## src/rtl/pb_pulse_ctrl_multi_pkg.sv

```systemverilog
// Shared definitions for the multi-channel pushbutton pulse controller.
//   - Mode encodings driven on the 'mode' port (shared by all channels).
//   - Per-channel FSM state encoding.
//   - Helpers that decide whether a level edge produces a pulse in a mode.
package pb_pulse_ctrl_multi_pkg;

  typedef enum logic [1:0] {
    MODE_PRESS   = 2'b00,
    MODE_RELEASE = 2'b01,
    MODE_REPEAT  = 2'b10,
    MODE_BOTH    = 2'b11
  } pb_mode_e;

  typedef enum logic [1:0] {
    IDLE   = 2'b00,
    HELD   = 2'b01,
    REPEAT = 2'b10
  } pb_chan_state_e;

  // A debounced press pulses in every mode except release-only.
  function automatic logic press_pulse_en(input logic [1:0] mode);
    return (mode != MODE_RELEASE);
  endfunction

  // A debounced release pulses only in release-only and both-edges modes.
  function automatic logic release_pulse_en(input logic [1:0] mode);
    return (mode == MODE_RELEASE) || (mode == MODE_BOTH);
  endfunction

endpackage

```

## src/rtl/pb_pulse_chan.sv

```systemverilog
// One pushbutton channel: 2-flop synchroniser, debounce counter, channel
// FSM (IDLE/HELD/REPEAT) with its repeat counter, and the registered pulse.
// Ports:
//   clk      system clock
//   rst      asynchronous active-low reset
//   i_btn    raw asynchronous button, 1 = pressed
//   i_mode   pulse mode (press / release / repeat / both)
//   o_level  debounced, registered button state
//   o_pulse  one-cycle registered enable
module pb_pulse_chan
  import pb_pulse_ctrl_multi_pkg::*;
#(
  parameter int DEB_CYCLES = 16,
  parameter int REP_DELAY  = 64,
  parameter int REP_RATE   = 16
) (
  input  logic       clk,
  input  logic       rst,
  input  logic       i_btn,
  input  logic [1:0] i_mode,
  output logic       o_level,
  output logic       o_pulse
);

  localparam int DW   = $clog2(DEB_CYCLES + 1);
  localparam int RMAX = (REP_DELAY > REP_RATE) ? REP_DELAY : REP_RATE;
  localparam int RW   = $clog2(RMAX);

  localparam logic [DW-1:0] DEB_LAST   = DW'(DEB_CYCLES - 1);
  localparam logic [RW-1:0] DELAY_LAST = RW'(REP_DELAY - 1);
  localparam logic [RW-1:0] RATE_LAST  = RW'(REP_RATE - 1);

  logic          r_sync1;
  logic          r_sync2;
  logic          r_level;
  logic [DW-1:0] r_deb_cnt;

  pb_chan_state_e r_state;
  pb_chan_state_e w_state_nxt;
  logic [RW-1:0]  r_rep_cnt;
  logic [RW-1:0]  w_rep_nxt;
  logic           r_pulse;
  logic           w_pulse_nxt;

  logic w_mismatch;
  logic w_deb_done;
  logic w_rise;
  logic w_fall;

  // The FSM looks at the level the debouncer is about to load, so state,
  // level and pulse all move on the same clock edge.
  assign w_mismatch = (r_sync2 != r_level);
  assign w_deb_done = w_mismatch && (r_deb_cnt == DEB_LAST);
  assign w_rise     = w_deb_done && r_sync2;
  assign w_fall     = w_deb_done && !r_sync2;

  // Synchroniser and debouncer: a single agreeing sample clears the count,
  // so only DEB_CYCLES consecutive disagreeing samples move the level.
  always_ff @(posedge clk or negedge rst) begin
    if (!rst) begin
      r_sync1   <= 1'b0;
      r_sync2   <= 1'b0;
      r_level   <= 1'b0;
      r_deb_cnt <= '0;
    end else begin
      r_sync1 <= i_btn;
      r_sync2 <= r_sync1;
      if (!w_mismatch || w_deb_done) begin
        r_deb_cnt <= '0;
      end else begin
        r_deb_cnt <= r_deb_cnt + DW'(1);
      end
      if (w_deb_done) begin
        r_level <= r_sync2;
      end
    end
  end

  // FSM state, repeat counter and pulse registers.
  always_ff @(posedge clk or negedge rst) begin
    if (!rst) begin
      r_state   <= IDLE;
      r_rep_cnt <= '0;
      r_pulse   <= 1'b0;
    end else begin
      r_state   <= w_state_nxt;
      r_rep_cnt <= w_rep_nxt;
      r_pulse   <= w_pulse_nxt;
    end
  end

  // Next-state logic. Outside repeat mode the counter is pinned at zero, so
  // switching into repeat mode while held starts the delay from that cycle,
  // and switching out of it drops straight back to HELD without a pulse.
  always_comb begin
    w_state_nxt = r_state;
    w_rep_nxt   = r_rep_cnt;
    w_pulse_nxt = 1'b0;
    case (r_state)
      IDLE: begin
        if (w_rise) begin
          w_state_nxt = HELD;
          w_rep_nxt   = '0;
          w_pulse_nxt = press_pulse_en(i_mode);
        end
      end
      HELD: begin
        if (w_fall) begin
          w_state_nxt = IDLE;
          w_rep_nxt   = '0;
          w_pulse_nxt = release_pulse_en(i_mode);
        end else if (i_mode != MODE_REPEAT) begin
          w_rep_nxt = '0;
        end else if (r_rep_cnt == DELAY_LAST) begin
          w_state_nxt = REPEAT;
          w_rep_nxt   = '0;
          w_pulse_nxt = 1'b1;
        end else begin
          w_rep_nxt = r_rep_cnt + RW'(1);
        end
      end
      REPEAT: begin
        if (w_fall) begin
          w_state_nxt = IDLE;
          w_rep_nxt   = '0;
          w_pulse_nxt = release_pulse_en(i_mode);
        end else if (i_mode != MODE_REPEAT) begin
          w_state_nxt = HELD;
          w_rep_nxt   = '0;
        end else if (r_rep_cnt == RATE_LAST) begin
          w_rep_nxt   = '0;
          w_pulse_nxt = 1'b1;
        end else begin
          w_rep_nxt = r_rep_cnt + RW'(1);
        end
      end
      default: begin
        w_state_nxt = IDLE;
        w_rep_nxt   = '0;
      end
    endcase
  end

  assign o_level = r_level;
  assign o_pulse = r_pulse;

endmodule

```

## src/rtl/pb_pulse_ctrl_multi.sv

```systemverilog
// Multi-channel pushbutton one-pulse controller. Each button gets its own
// synchroniser, debouncer and pulse FSM; mode is shared by all channels.
// Ports:
//   clk        system clock
//   rst        asynchronous active-low reset
//   btn        N raw pushbutton inputs, 1 = pressed
//   mode       00 press, 01 release, 10 press + auto-repeat, 11 both edges
//   level      N debounced button states
//   pulse      N one-cycle enables
//   any_pulse  OR of all pulse bits
module pb_pulse_ctrl_multi
  import pb_pulse_ctrl_multi_pkg::*;
#(
  parameter int N          = 4,
  parameter int DEB_CYCLES = 16,
  parameter int REP_DELAY  = 64,
  parameter int REP_RATE   = 16
) (
  input  logic         clk,
  input  logic         rst,
  input  logic [N-1:0] btn,
  input  logic [1:0]   mode,
  output logic [N-1:0] level,
  output logic [N-1:0] pulse,
  output logic         any_pulse
);

  for (genvar gi = 0; gi < N; gi++) begin : g_chan
    pb_pulse_chan #(
      .DEB_CYCLES (DEB_CYCLES),
      .REP_DELAY  (REP_DELAY),
      .REP_RATE   (REP_RATE)
    ) u_chan (
      .clk     (clk),
      .rst     (rst),
      .i_btn   (btn[gi]),
      .i_mode  (mode),
      .o_level (level[gi]),
      .o_pulse (pulse[gi])
    );
  end

  // Pulses are already registered, so this adds no latency.
  assign any_pulse = |pulse;

endmodule

```

## config.mk

```make
export PLATFORM = sky130hd
export DESIGN_NAME = pb_pulse_ctrl_multi
export DESIGN_NICKNAME = d
export VERILOG_FILES = /design/src/rtl/pb_pulse_ctrl_multi_pkg.sv /design/src/rtl/pb_pulse_chan.sv /design/src/rtl/pb_pulse_ctrl_multi.sv
export SDC_FILE = /design/constraint.sdc
export NUM_CORES = 1
export LEC_CHECK = 0
export ABC_CLOCK_PERIOD_IN_PS = 3900
export CORE_MARGIN = 5
export CORE_UTILIZATION = 45
export DETAILED_ROUTE_END_ITERATION = 7
export PLACE_DENSITY_LB_ADDON = 0.2
export SLEW_MARGIN = 20
export SYNTH_ARGS = -nofsm -noshare
export SYNTH_HDL_FRONTEND = slang
export SYNTH_HIERARCHICAL = 1
export SYNTH_SLANG_ARGS = --single-unit
```

## constraint.sdc

```tcl
create_clock -name clk -period 3.9 [get_ports clk]
set_input_delay 1.17 -clock clk [delete_from_list [all_inputs] [get_ports clk]]
set_output_delay 1.17 -clock clk [all_outputs]
set_load 0.02 [all_outputs]
```

==> results_dict.tcl, run 1 <==
set metrics [dict create \
    r2r_setup_slack_ns 1.73 \
    grt_pass1_vias 2901 \
    fp.dieArea_mm2 0.01109 \
    cts_root_buffer "clkbuf_8" \
    die_w_um 105.3 \
    gp_congestion 0.7730 \
    worst_path_dominant_cell_family "buffers and inverters" \
    io_pins 17 \
    htreeDepth 3 \
    synth.avg_cell_area_um2 10.37 \
    hp-class "register to register" \
    ir_drop_mv 0.2279 \
    wl_per_cell_um 14.13 \
    hold_viol 0 \
    finClkSkew_ns 0.01022 \
    drive_gt1_share_pct 14.22 \
    max_stage_delay_ns 0.55 \
    crit-reg2reg-launch "g_chan[3].u_chan/r_deb_cnt[0]" \
    synth_edf_count 0 \
    timing.critical_path.cells "or4_1 > clkdlybuf4s50_1" \
    ys_ff_latch 68 \
    ys_seq_area_share_pct 41.63 \
    groute.usage.overall_pct 14.66 \
    nFillCells 758 \
    fin_crit_sh_pct 75.10 \
    critPathKind "register to output pin" \
    vias_per_cell 5.564 \
    post-route-min-period_ns 2.929 \
    cts.path.max_buffers 2 \
    cts_buffers 9 \
    postCtsSetupBuffers 0 \
    crit_buf_inv 1 \
    syn_inst 394 \
    rr_endpoint "g_chan[3].u_chan/r_state[0]" \
    power_density_mw_per_mm2 518.3 \
    tightestPinTransition_ns 0.8322 \
    num_rows 34 \
    antenna_found_initial 0 \
    routed_wl_um 7490 \
    rsz0062_at_grt "no" \
    fin_tns_setup_ns 0 \
    path_clk_slew_ns 0.08 \
    grt_first_pass_wirelength_um 13500 \
    finalMaxSlewViolations 0 \
    setup_violations 0 \
    outcome "complete, no violations" \
    cts_hold_buffers 0 \
    drtIter0Drc 123 \
    fmaxAchievable_ghz 0.3414 \
    synthToLayoutAreaGrowth_pct 11.85 \
    hp-start "g_chan[2].u_chan/r_sync1" \
    drc 0 \
    cp-end-kind "output pin" \
    start_kind "register" \
    clock-sinks 68 \
    slowest_stage "clkdlybuf4s50_1" \
    grt_max_degree 36 \
    yosys_warnings 6 \
    ctsResizeCount 0 \
    max_cap_viol_count 0 \
    syn_area_mm2 0.004088 \
    vias 2949 \
    syn-num-nets 430 \
    min_delay_path_depth 0 \
    coreArea_mm2 0.008806 \
    grt.overflow.total 0 \
    power_mw 2.370 \
    fp.dieH_um 105.3 \
    crit_arrival_ns 1.76 \
    dr.pass1.iters 4 \
    async_flop_share_pct 100.0 \
    insertion_delay_ns 0.34 \
    cts_tree "built" \
    yosysUniqueCellTypes 67 \
    cp_max_fo 2 \
    max_slew_margin_pct 44.52 \
    io_buffers 16 \
    fin_nets 454 \
    power_leakage_nw 2.113 \
    ff2ff_path_depth 7 \
    start_util_pct 46.42 \
    diodes 0 \
    synth-main-ff-cell "dfrtp_1" \
    worstPathRequired_ns 2.73 \
    antenna_left 0 \
    place_hpwl_um 5391 \
    worstHoldEndpoint "g_chan[2].u_chan/r_sync2" \
]
-- worst max path at each step --
stage,cells past startpoint,end,startpoint
6_report,2,any_pulse,g_chan[1].u_chan/o_pulse
5_1_grt,2,any_pulse,g_chan[1].u_chan/o_pulse
4_1_cts,2,any_pulse,g_chan[1].u_chan/o_pulse
3_5_place_dp,5,g_chan[0].u_chan/r_state[0],mode[1]
3_3_place_gp,5,g_chan[0].u_chan/r_state[0],mode[1]
2_1_floorplan,4,g_chan[0].u_chan/r_state[0],mode[1]
-- layer usage --
metal / up-vias / track usage, % / part of all wire [%]
met5: - / 0 / 0
met4: 0 / 6.373 / 1.2
met3: 6 / 2.506 / 2.8
met2: 46 / 22.81 / 45
met1: 1428 / 20.14 / 51
li1: 1469 / - / -
-- worst reg2reg max path: cells and delay by family (launching register included) --
kind	cells	cell delay, ns
AO/OA/AOI/OAI	1	0.19
flip-flops	1	0.40
multiplexers	1	0.34
AND/OR/NAND/NOR	3	0.63
adder cells (fa/ha/maj)	2	0.49
-- cells in the final DEF (no fill, tap or decap), types with 6 or more instances in the layout --
master / count
mux2i_1: 6
ha_1: 28
clkbuf_8: 9
dfrtp_1: 68
or3_1: 9
o21ai_1: 9
o31ai_1: 7
o21ai_0: 9
nand3_4: 6
clkdlybuf4s50_1: 15
a21oi_1: 13
inv_1: 28
and3_1: 7
nand2b_1: 9
xor2_1: 7
nand2_1: 27
nand3_1: 15
nor2_1: 34
a32o_1: 7
-- power breakdown --
group          switching (mW)  leakage (nW)  total, mW  internal (mW)
clock                   0.272         0.105      0.629          0.357
combinational           0.523          1.10      0.902          0.379
sequential             0.0640         0.908      0.839          0.775
-- kinds of logic (layout without fill, tap and decap cells) --
logic type	count (synthesis)	after routing	synth area share (%)
AND/OR/NAND/NOR	160	160	24.76
AO/OA/AOI/OAI	79	79	15.21
flip-flops	68	68	41.63
buffers and inverters	34	62	3.612
adder cells (fa/ha/maj)	28	28	8.571
multiplexers	14	14	3.857
XOR/XNOR	11	11	2.357
-- cell usage after synthesis, types with 5 or more instances --
library cell,instances,area share (%)
a21oi_1,13,1.6
a32o_1,7,1.7
and3_1,7,1.1
dfrtp_1,68,42
ha_1,28,8.6
inv_1,28,2.6
mux2i_1,6,1.5
nand2_1,27,2.5
nand2b_1,9,1.4
nand3_1,15,1.8
nand3_4,6,2.6
nand3b_1,5,0.92
nor2_1,34,3.1
nor2b_1,5,0.77
nor3_1,5,0.61
nor4_1,5,0.77
o21ai_0,9,1.1
o21ai_1,9,1.1
o31ai_1,7,1.3
or2_2,5,0.77
or3_1,9,1.4
xor2_1,7,1.5
-- state kept, by name, summed over array words and instances (netlist names) --
name                     count
g_chan.u_chan/r_rep_cnt     24
g_chan.u_chan/r_state        8
g_chan.u_chan/r_deb_cnt     20
g_chan.u_chan/o_pulse        4
g_chan.u_chan/o_level        4
g_chan.u_chan/r_sync1        4
g_chan.u_chan/r_sync2        4
-- per-stage QoR --
stage / util [%] / setup WS, ns / instances / area (um^2) / hold WS, ns
3_5_place_dp: 49.49 / 0.7802 / 515 / 4358 / 0.3389
6_report: 51.92 / 0.9712 / 530 / 4572 / 0.3489
2_1_floorplan: - / 1.595 / 394 / 4088 / 0.3312
5_1_grt: 51.92 / 0.9127 / 530 / 4572 / 0.3486
4_1_cts: 51.92 / 0.9452 / 530 / 4572 / 0.3539
3_3_place_gp: 49.49 / 0.8555 / 515 / 4358 / 0.3326
-- area by class of cell --
cell class	count	area (um^2)	share of cell area, %
clock inverters	6	90.09	1.970
inverters	28	105.1	2.299
flip-flops and latches	68	1702	37.22
well taps	108	135.1	2.956
clock buffers	9	123.9	2.709
repair buffers	19	177.7	3.886
multi-input cells	292	2238	48.96
Power figures use the tool's default switching activity.
==> inputs of run 2 (changes only) <==
ABC_CLOCK_PERIOD_IN_PS = 2800   (was 3900)
clock period = 2.8 ns   (was 3.9 ns; I/O delays follow)
==> run 2 against run 1 <==
Hold slack about the same. Final area decreased by 1.5%. Global-route usage decreased by 0.055 points. Cell count decreased by 0.75%. Clock power decreased by 2%. Sequential cell count unchanged. Utilization decreased by 0.78 points. Die area unchanged. Worst setup slack got worse by 0.77 ns. Count of clock-buffer cells in the layout increased by 1. Combinational power increased by 41%. Register-to-register slack got worse by 1.1 ns. Largest cell class unchanged.
==> results_dict.tcl, run 2 (synthesis results as in run 1) <==
set metrics [dict create \
    outcome "complete, no violations" \
    finalMaxSlewViolations 0 \
    drc 0 \
    layout_commonest_cell "dfrtp_1" \
    tightestPinTransition_ns 0.4798 \
    rr_endpoint "g_chan[3].u_chan/r_state[0]" \
    groute.usage.overall_pct 14.61 \
    setup_violations 0 \
    fp.dieH_um 105.3 \
    dpl_cell_area_mm2 0.004370 \
    cts_root_buffer "clkbuf_8" \
    clock-sinks 68 \
    antenna_found_initial 0 \
    vias_per_cell 5.494 \
    crit_arrival_ns 1.76 \
    fmaxAchievable_ghz 0.3850 \
    insertion_delay_ns 0.33 \
    diodes 0 \
    power_density_mw_per_mm2 678.0 \
    io_buffers 16 \
    final_area_mm2 0.004503 \
    cts_buffers 9 \
    min_delay_path_depth 0 \
    finClkSkew_ns 0.008063 \
    critPathKind "register to output pin" \
    synthToLayoutAreaGrowth_pct 10.16 \
    reg.largest.list "g_chan.u_chan/r_rep_cnt x24, g_chan.u_chan/r_deb_cnt x20, g_chan.u_chan/r_state x8" \
    critPathLaunch "g_chan[1].u_chan/o_pulse" \
    ctsResizeCount 0 \
    cts.path.max_buffers 2 \
    post-route-min-period_ns 2.598 \
    grt_pass1_vias 2940 \
    drtIter0Drc 157 \
    cts_tree "built" \
    vias 2890 \
    rsz0062_at_grt "no" \
    drive_gt1_share_pct 13.16 \
    fin_tns_setup_ns 0 \
    grt_first_pass_wirelength_um 13390 \
    final_cell_mix "dfrtp_1 (68), nor2_1 (34), inv_1 (28), ha_1 (28), nand2_1 (27)" \
    worst_path_dominant_cell_family "buffers and inverters" \
    place_hpwl_um 5297 \
    fin_nets 454 \
    largest-register "g_chan.u_chan/r_rep_cnt" \
    fp.dieArea_mm2 0.01109 \
    dr.pass1.iters 4 \
    cts_hold_buffers 0 \
    largest_reg_flops 24 \
    die_w_um 105.3 \
    worstPathRequired_ns 1.96 \
    cp_max_fo 2 \
    r2r_setup_slack_ns 0.64 \
    max_slew_margin_pct 68.01 \
    fin_crit_sh_pct 92.77 \
    worst_slack_ns 0.2024 \
    path_clk_slew_ns 0.06 \
    gp_congestion 0.8391 \
    antenna_left 0 \
    power_leakage_nw 2.083 \
    grt_max_degree 50 \
    hp-class "register to register" \
    crit-reg2reg-launch "g_chan[3].u_chan/r_deb_cnt[0]" \
    cp-end-kind "output pin" \
    num_rows 34 \
    postCtsSetupBuffers 0 \
    grt.overflow.total 0 \
    start_util_pct 46.42 \
    max_cap_viol_count 0 \
    start_kind "register" \
    routed_wl_um 7318 \
    post-place-ws_ns 0.2329 \
    hold_viol 0 \
    hp-start "g_chan[3].u_chan/r_sync1" \
    crit_buf_inv 1 \
    max_stage_delay_ns 0.55 \
    nFillCells 794 \
    io_pins 17 \
    htreeDepth 3 \
    wl_per_cell_um 13.91 \
    worstHoldEndpoint "g_chan[3].u_chan/r_sync2" \
    slowest_stage "clkdlybuf4s50_1" \
    ff2ff_path_depth 7 \
    timing.critical_path.cells "or4_1 > clkdlybuf4s50_1" \
    ir_drop_mv 0.3319 \
    coreArea_mm2 0.008806 \
]
==> run 2: cell types whose count changed in the layout (fill, tap and decap cells not counted) <==
cell / change
buf_12: +1
buf_4: -1
bufinv_16: -2
clkbuf_1: +1
clkinv_4: -2
clkinvlp_4: -1
==> run 2: worst max path at each step <==
stage,end,slack [ns],cells after the start
floorplan,g_chan[0].u_chan/r_state[0],0.80,6
global placement,g_chan[0].u_chan/r_state[0],0.27,5
detailed placement,g_chan[0].u_chan/r_state[0],0.23,5
CTS,any_pulse,0.17,2
global route,any_pulse,0.13,2
finish,any_pulse,0.20,2
==> run 2: where the power goes <==
group	total (mW)	internal (mW)	switching (mW)
Clock	0.619	0.295	0.324
Sequential	1.17	1.08	0.0869
Combinational	1.27	0.530	0.736
==> run 2: per-stage QoR <==
step / total power [mW] / std cells / util, % / hold WS, ns
6_report: 3.053 / 526 / 51.14 / 0.3486
5_1_grt: 3.292 / 526 / 51.14 / 0.3666
4_1_cts: 3.098 / 526 / 51.14 / 0.3520
3_5_place_dp: 2.451 / 515 / 49.63 / 0.3362
3_3_place_gp: 2.423 / 515 / 49.63 / 0.3325
2_1_floorplan: 2.223 / 394 / - / 0.3312
==> run 2: routing by layer <==
layer | global-route usage (%) | vias up | wire length, um
met5 | 0 | - | 0
met4 | 5.904 | 0 | 142
met3 | 3.729 | 14 | 218
met2 | 23.36 | 40 | 3439
met1 | 18.93 | 1369 | 3518
li1 | - | 1467 | -
==> run 2: layout make-up <==
class,count,area [um^2],share of cell area (%)
multi-input combinational,292,2238,49.71
inverter,28,105.1,2.334
sequential,68,1702,37.79
tap,108,135.1,3.001
clock inverter,1,5.005,0.1111
timing repair buffer,19,190.2,4.223
clock buffer,10,127.6,2.834
==> RTL change 1: new RTL, settings of run 2 <==
`REP_DELAY` is set to 64 in 2 places; all go to 32.
--- a/src/rtl/pb_pulse_chan.sv
+++ b/src/rtl/pb_pulse_chan.sv
@@ -11,7 +11,7 @@
   import pb_pulse_ctrl_multi_pkg::*;
 #(
   parameter int DEB_CYCLES = 16,
-  parameter int REP_DELAY  = 64,
+  parameter int REP_DELAY  = 32,
   parameter int REP_RATE   = 16
 ) (
   input  logic       clk,
--- a/src/rtl/pb_pulse_ctrl_multi.sv
+++ b/src/rtl/pb_pulse_ctrl_multi.sv
@@ -13,7 +13,7 @@
 #(
   parameter int N          = 4,
   parameter int DEB_CYCLES = 16,
-  parameter int REP_DELAY  = 64,
+  parameter int REP_DELAY  = 32,
   parameter int REP_RATE   = 16
 ) (
   input  logic         clk,
Formal check against the unedited RTL: no difference found for any inputs over 10 cycles, from zero or initial values and one cycle with rst low; that may be too few to reach the edited logic, so the function may still have changed.
==> RTL change 1 against run 2 <==
Design area fell by 8.0%. Clock power rose by 29%. Cell count down 6.7%. Core utilization increased by 2.2 points. Sequential cell count is 4 lower. Routed wire length decreased by 14%. Synthesized area fell by 11%. Setup slack lost 0.020 ns. Power shrank 6.3%. Critical path type unchanged. Critical endpoint unchanged. Highest routed layer unchanged.
==> RTL change 1: results (changes against run 2) <==
[run_status]
status=finished, final reports clean

[drt]
met2RoutedLength_um=2830  ; -18%
drt_iter0_markers=54  ; -66%
num_vias=2560  ; -11%
wl_met1_um=3120  ; -11%
wl_met3_um=211  ; -3.2%
vias_per_cell=5.21  ; -5.1%
wirelength_um=6280  ; -14%

[cells_and_area]
buffers_excl_clock=21  ; +2
inverters=32  ; +14%
nMultiInputCombCells=256  ; -12%
clk_share=0.0480  ; +0.0186
final_layout_size_suffix_gt1_frac=0.0925  ; -0.0390
clkbuf_count=13  ; +3
multi_input_area_um2=1900  ; -15%
seq_cell_count=64  ; -5.9%
finish.utilization=0.533  ; +0.0218
fin_nets=433  ; -4.6%
reg_top3=g_chan.u_chan/r_deb_cnt (20), g_chan.u_chan/r_rep_cnt (20), g_chan.u_chan/r_state (8)
nFillCells=718  ; -9.6%
regArea_um2=1600  ; -5.9%
buf_share=0.0465  ; +0.00429

[sta]
fin_worst_skew_ns=0.0112  ; +0.00312 ns
max_slew_margin=0.483  ; -0.197

[floorplanning]
num_rows=32  ; -5.9%

[global_routing]
grtUsageTotal=0.138  ; -0.00783
grt_pass1_wl_um=11200  ; -16%
met2_usage=0.218  ; -0.0161
met3_usage=0.0273  ; -0.00994
grt_pass1_vias=2523  ; -14%
grt_max_degree=37  ; -26%
met1_usage=0.182  ; -0.00717

[logic_synthesis]
ys_top_cells_by_area=dfrtp_1 44%, ha_1 14%, nor2_1 3.4%, inv_1 3.3%, nand2b_1 2.6%
synth_xor_area_frac=0.0290  ; +0.00545
ys_seq_area_frac=0.442  ; +0.0259
synthDistinctLibCells=41  ; -39%
synthMuxAreaShare=0.0297  ; -0.00886
synth_common_cells=64 x dfrtp_1, 41 x ha_1, 33 x nor2_1
synth_compound_area_frac=0.143  ; -0.00878
synth.net_count=401  ; -6.7%
syn_inst=352  ; -11%
synth_fa_ha_area_frac=0.142  ; +0.0559

[pwr]
internal_power_mw=1.91  ; about the same
p_total_mw=2.86  ; -6.3%
ir_drop_v=0.000305  ; -8.2%
comb_power_uw=954  ; -25%
p_leak_nw=2.03  ; -2.4%
p_clk_uw=800  ; +29%

[placement]
pre_cts_ws_ns=0.220  ; -0.0125 ns
placed_cell_area_um2=3940  ; -9.8%
dp_cells=475  ; -7.8%
dp_hpwl_um=4630  ; -13%
place.gp.congestion=0.806  ; -4.0%

[setup_path]
critical_path_arrival_ns=1.78  ; +0.02 ns
critPathTopFamily=buffers and inverters

## RTL change 1: worst paths after layout
kind / start / to / slack, ns / cells past startpoint
min in group asynchronous: rst / g_chan[1].u_chan/r_rep_cnt[0] / 0.57 / 1
worst max-delay path: g_chan[0].u_chan/o_pulse / any_pulse / 0.18 / 2
worst max register to register: g_chan[3].u_chan/r_deb_cnt[0] / g_chan[3].u_chan/r_state[0] / 0.70 / 7
max in group asynchronous: rst / g_chan[0].u_chan/r_rep_cnt[2] / 1.55 / 2
worst min register to register: g_chan[2].u_chan/r_sync1 / g_chan[2].u_chan/r_sync2 / 0.35 / 0
worst min-delay path: g_chan[2].u_chan/r_sync1 / g_chan[2].u_chan/r_sync2 / 0.35 / 0
## RTL change 1: kinds of logic (layout without fill, tap and decap cells)
family / after synthesis / after routing
simple gates: 126 / 126
compound gates: 68 / 68
flops: 64 / 64
fa+ha+maj: 41 / 41
buf+inv: 32 / 69
xor+xnor: 12 / 12
mux: 9 / 9
==> RTL change 2: new RTL, flow settings as in run 2 <==
Without the edit above. Register the output `any_pulse`; this adds one clock of latency there. The other outputs are not delayed to match.
--- a/src/rtl/pb_pulse_ctrl_multi.sv
+++ b/src/rtl/pb_pulse_ctrl_multi.sv
@@ -41,7 +41,9 @@
   end
 
   // Pulses are already registered, so this adds no latency.
-  assign any_pulse = |pulse;
+  always_ff @(posedge clk) begin
+      any_pulse <= |pulse;
+  end
 
 endmodule
 
Function: no difference found for any inputs over 10 cycles, from zero or initial values and one cycle with rst low; that may be too few to reach the edited logic, so the function may still have changed.
==> RTL change 2 against run 2 <==
Synthesized area increased by 0.49%. Design area increased by 2.5%. Register-to-register slack improved by 0.02 ns. Routed wire length about the same. Setup slack improved by 0.30 ns. Power increased by 10%. Sequential cell count increased by 1. Sequential share of layout area decreased by 0.50 points.
==> RTL change 2: results (changes against run 2) <==
[setup_path]
critical_path_arrival_ns=1.46  ; -0.30 ns
rrSetupSlack_ns=0.66  ; +0.02 ns
crit_fanout=7  ; +5
timing.rr.end=g_chan[3].u_chan/r_state[1]
cpPeakStageDelay_ns=0.65  ; +0.10 ns
r2r-start=g_chan[3].u_chan/r_deb_cnt[0]
critPathTopFamily=buffers and inverters

[logic_synthesis]
syn_inst=395  ; +0.25%
synth.net_count=431  ; +0.23%
ys_top_cells_by_area=dfrtp_1 41%, ha_1 8.5%, nor2_1 3.1%, inv_1 2.6%, nand3_4 2.6%
synthDistinctLibCells=68  ; +1.5%
ys_seq_area_frac=0.419  ; +0.00284
synth_async_sr_flop_share=0.986  ; -0.0145

[min_path]
min_to=g_chan[2].u_chan/r_sync2

[clock_network]
cts.sinks=69  ; +1.5%
cts-root-buf=clkbuf_8
cts.reportedPaths.clkPinSlew_ns=0.08  ; +0.02 ns

[cells_and_area]
buf_share=0.0412  ; -0.00104
buffers_excl_clock=19  ; unchanged
regArea_um2=1720  ; +1.2%
clk_share=0.0491  ; +0.0196
nFillCells=796  ; +0.25%
multi_input_area_um2=2240  ; unchanged
fin_nets=455  ; +0.22%
clkbuf_count=13  ; +3
multi_input_area_share=0.485  ; -0.0123
inverters=28  ; unchanged
final_layout_size_suffix_gt1_frac=0.139  ; +0.00757

[global_routing]
grt_pass1_vias=2848  ; -3.1%
grtUsageTotal=0.141  ; -0.00527
grt_pass1_wl_um=13000  ; -3.0%

[placement]
placed_cell_area_um2=4390  ; +0.46%
place.gp.congestion=0.792  ; -5.6%
pre_cts_ws_ns=0.221  ; -0.0116 ns
dp_cells=516  ; +0.19%
dp_hpwl_um=5360  ; +1.3%

[pwr]
ir_drop_v=0.000380  ; +15%
p_leak_nw=2.13  ; +2.3%

[sta]
max_slew_margin=0.665  ; -0.0146
worst_slack_ns=0.502  ; +0.299 ns
fin_worst_skew_ns=0.0129  ; +0.00483 ns
hold_ws_ns=0.346  ; -0.00254 ns

[drt]
drt_iter0_markers=90  ; -43%
wirelength_um=7310  ; about the same
wl_per_cell_um=13.7  ; -1.2%
vias_per_cell=5.49  ; about the same

[run_status]
status=finished, final reports clean

==> RTL change 2: changes by cell type in the layout (fill, tap and decap cells not counted), sizes merged <==
cell | run 2 | this run
bufinv | 0 | 2
clkbuf | 10 | 13
clkinv | 1 | 0
clkinvlp | 0 | 1
dfxtp | 0 | 1
==> RTL change 2: cells by family after synthesis <==
group | synth area share
fa+ha+maj | 0.0853
mux | 0.0384
compound gates | 0.151
flops | 0.419
simple gates | 0.246
xor+xnor | 0.0235
buf+inv | 0.0359
==> RTL change 2: power breakdown <==
group	total [mW]	switching, mW	internal (mW)
Combinational	1.27	0.736	0.530
Clock	0.919	0.367	0.552
Sequential	1.18	0.0878	1.09
==> RTL change 2: how the worst max path moves through the flow <==
| stage | start | end | slack (ns) | cells past startpoint |
|---|---|---|---|---|
| final | g_chan[3].u_chan/o_level | level[3] | 0.50 | 1 |
| after global routing | g_chan[3].u_chan/o_level | level[3] | 0.43 | 1 |
| after CTS | g_chan[3].u_chan/o_level | level[3] | 0.48 | 1 |
| after detailed placement | mode[1] | g_chan[0].u_chan/r_state[0] | 0.22 | 5 |
| after global placement | mode[1] | g_chan[0].u_chan/r_state[0] | 0.28 | 5 |
| after floorplan | g_chan[0].u_chan/r_deb_cnt[0] | g_chan[0].u_chan/r_state[0] | 0.80 | 6 |
==> RTL change 2: layer usage <==
| metal | part of all wire | track usage | vias to the layer above |
|---|---|---|---|
| met5 | 0 | 0 | - |
| met4 | 0.022 | 0.0657 | 0 |
| met3 | 0.023 | 0.0306 | 12 |
| met2 | 0.46 | 0.218 | 31 |
| met1 | 0.49 | 0.189 | 1406 |
| li1 | - | - | 1473 |
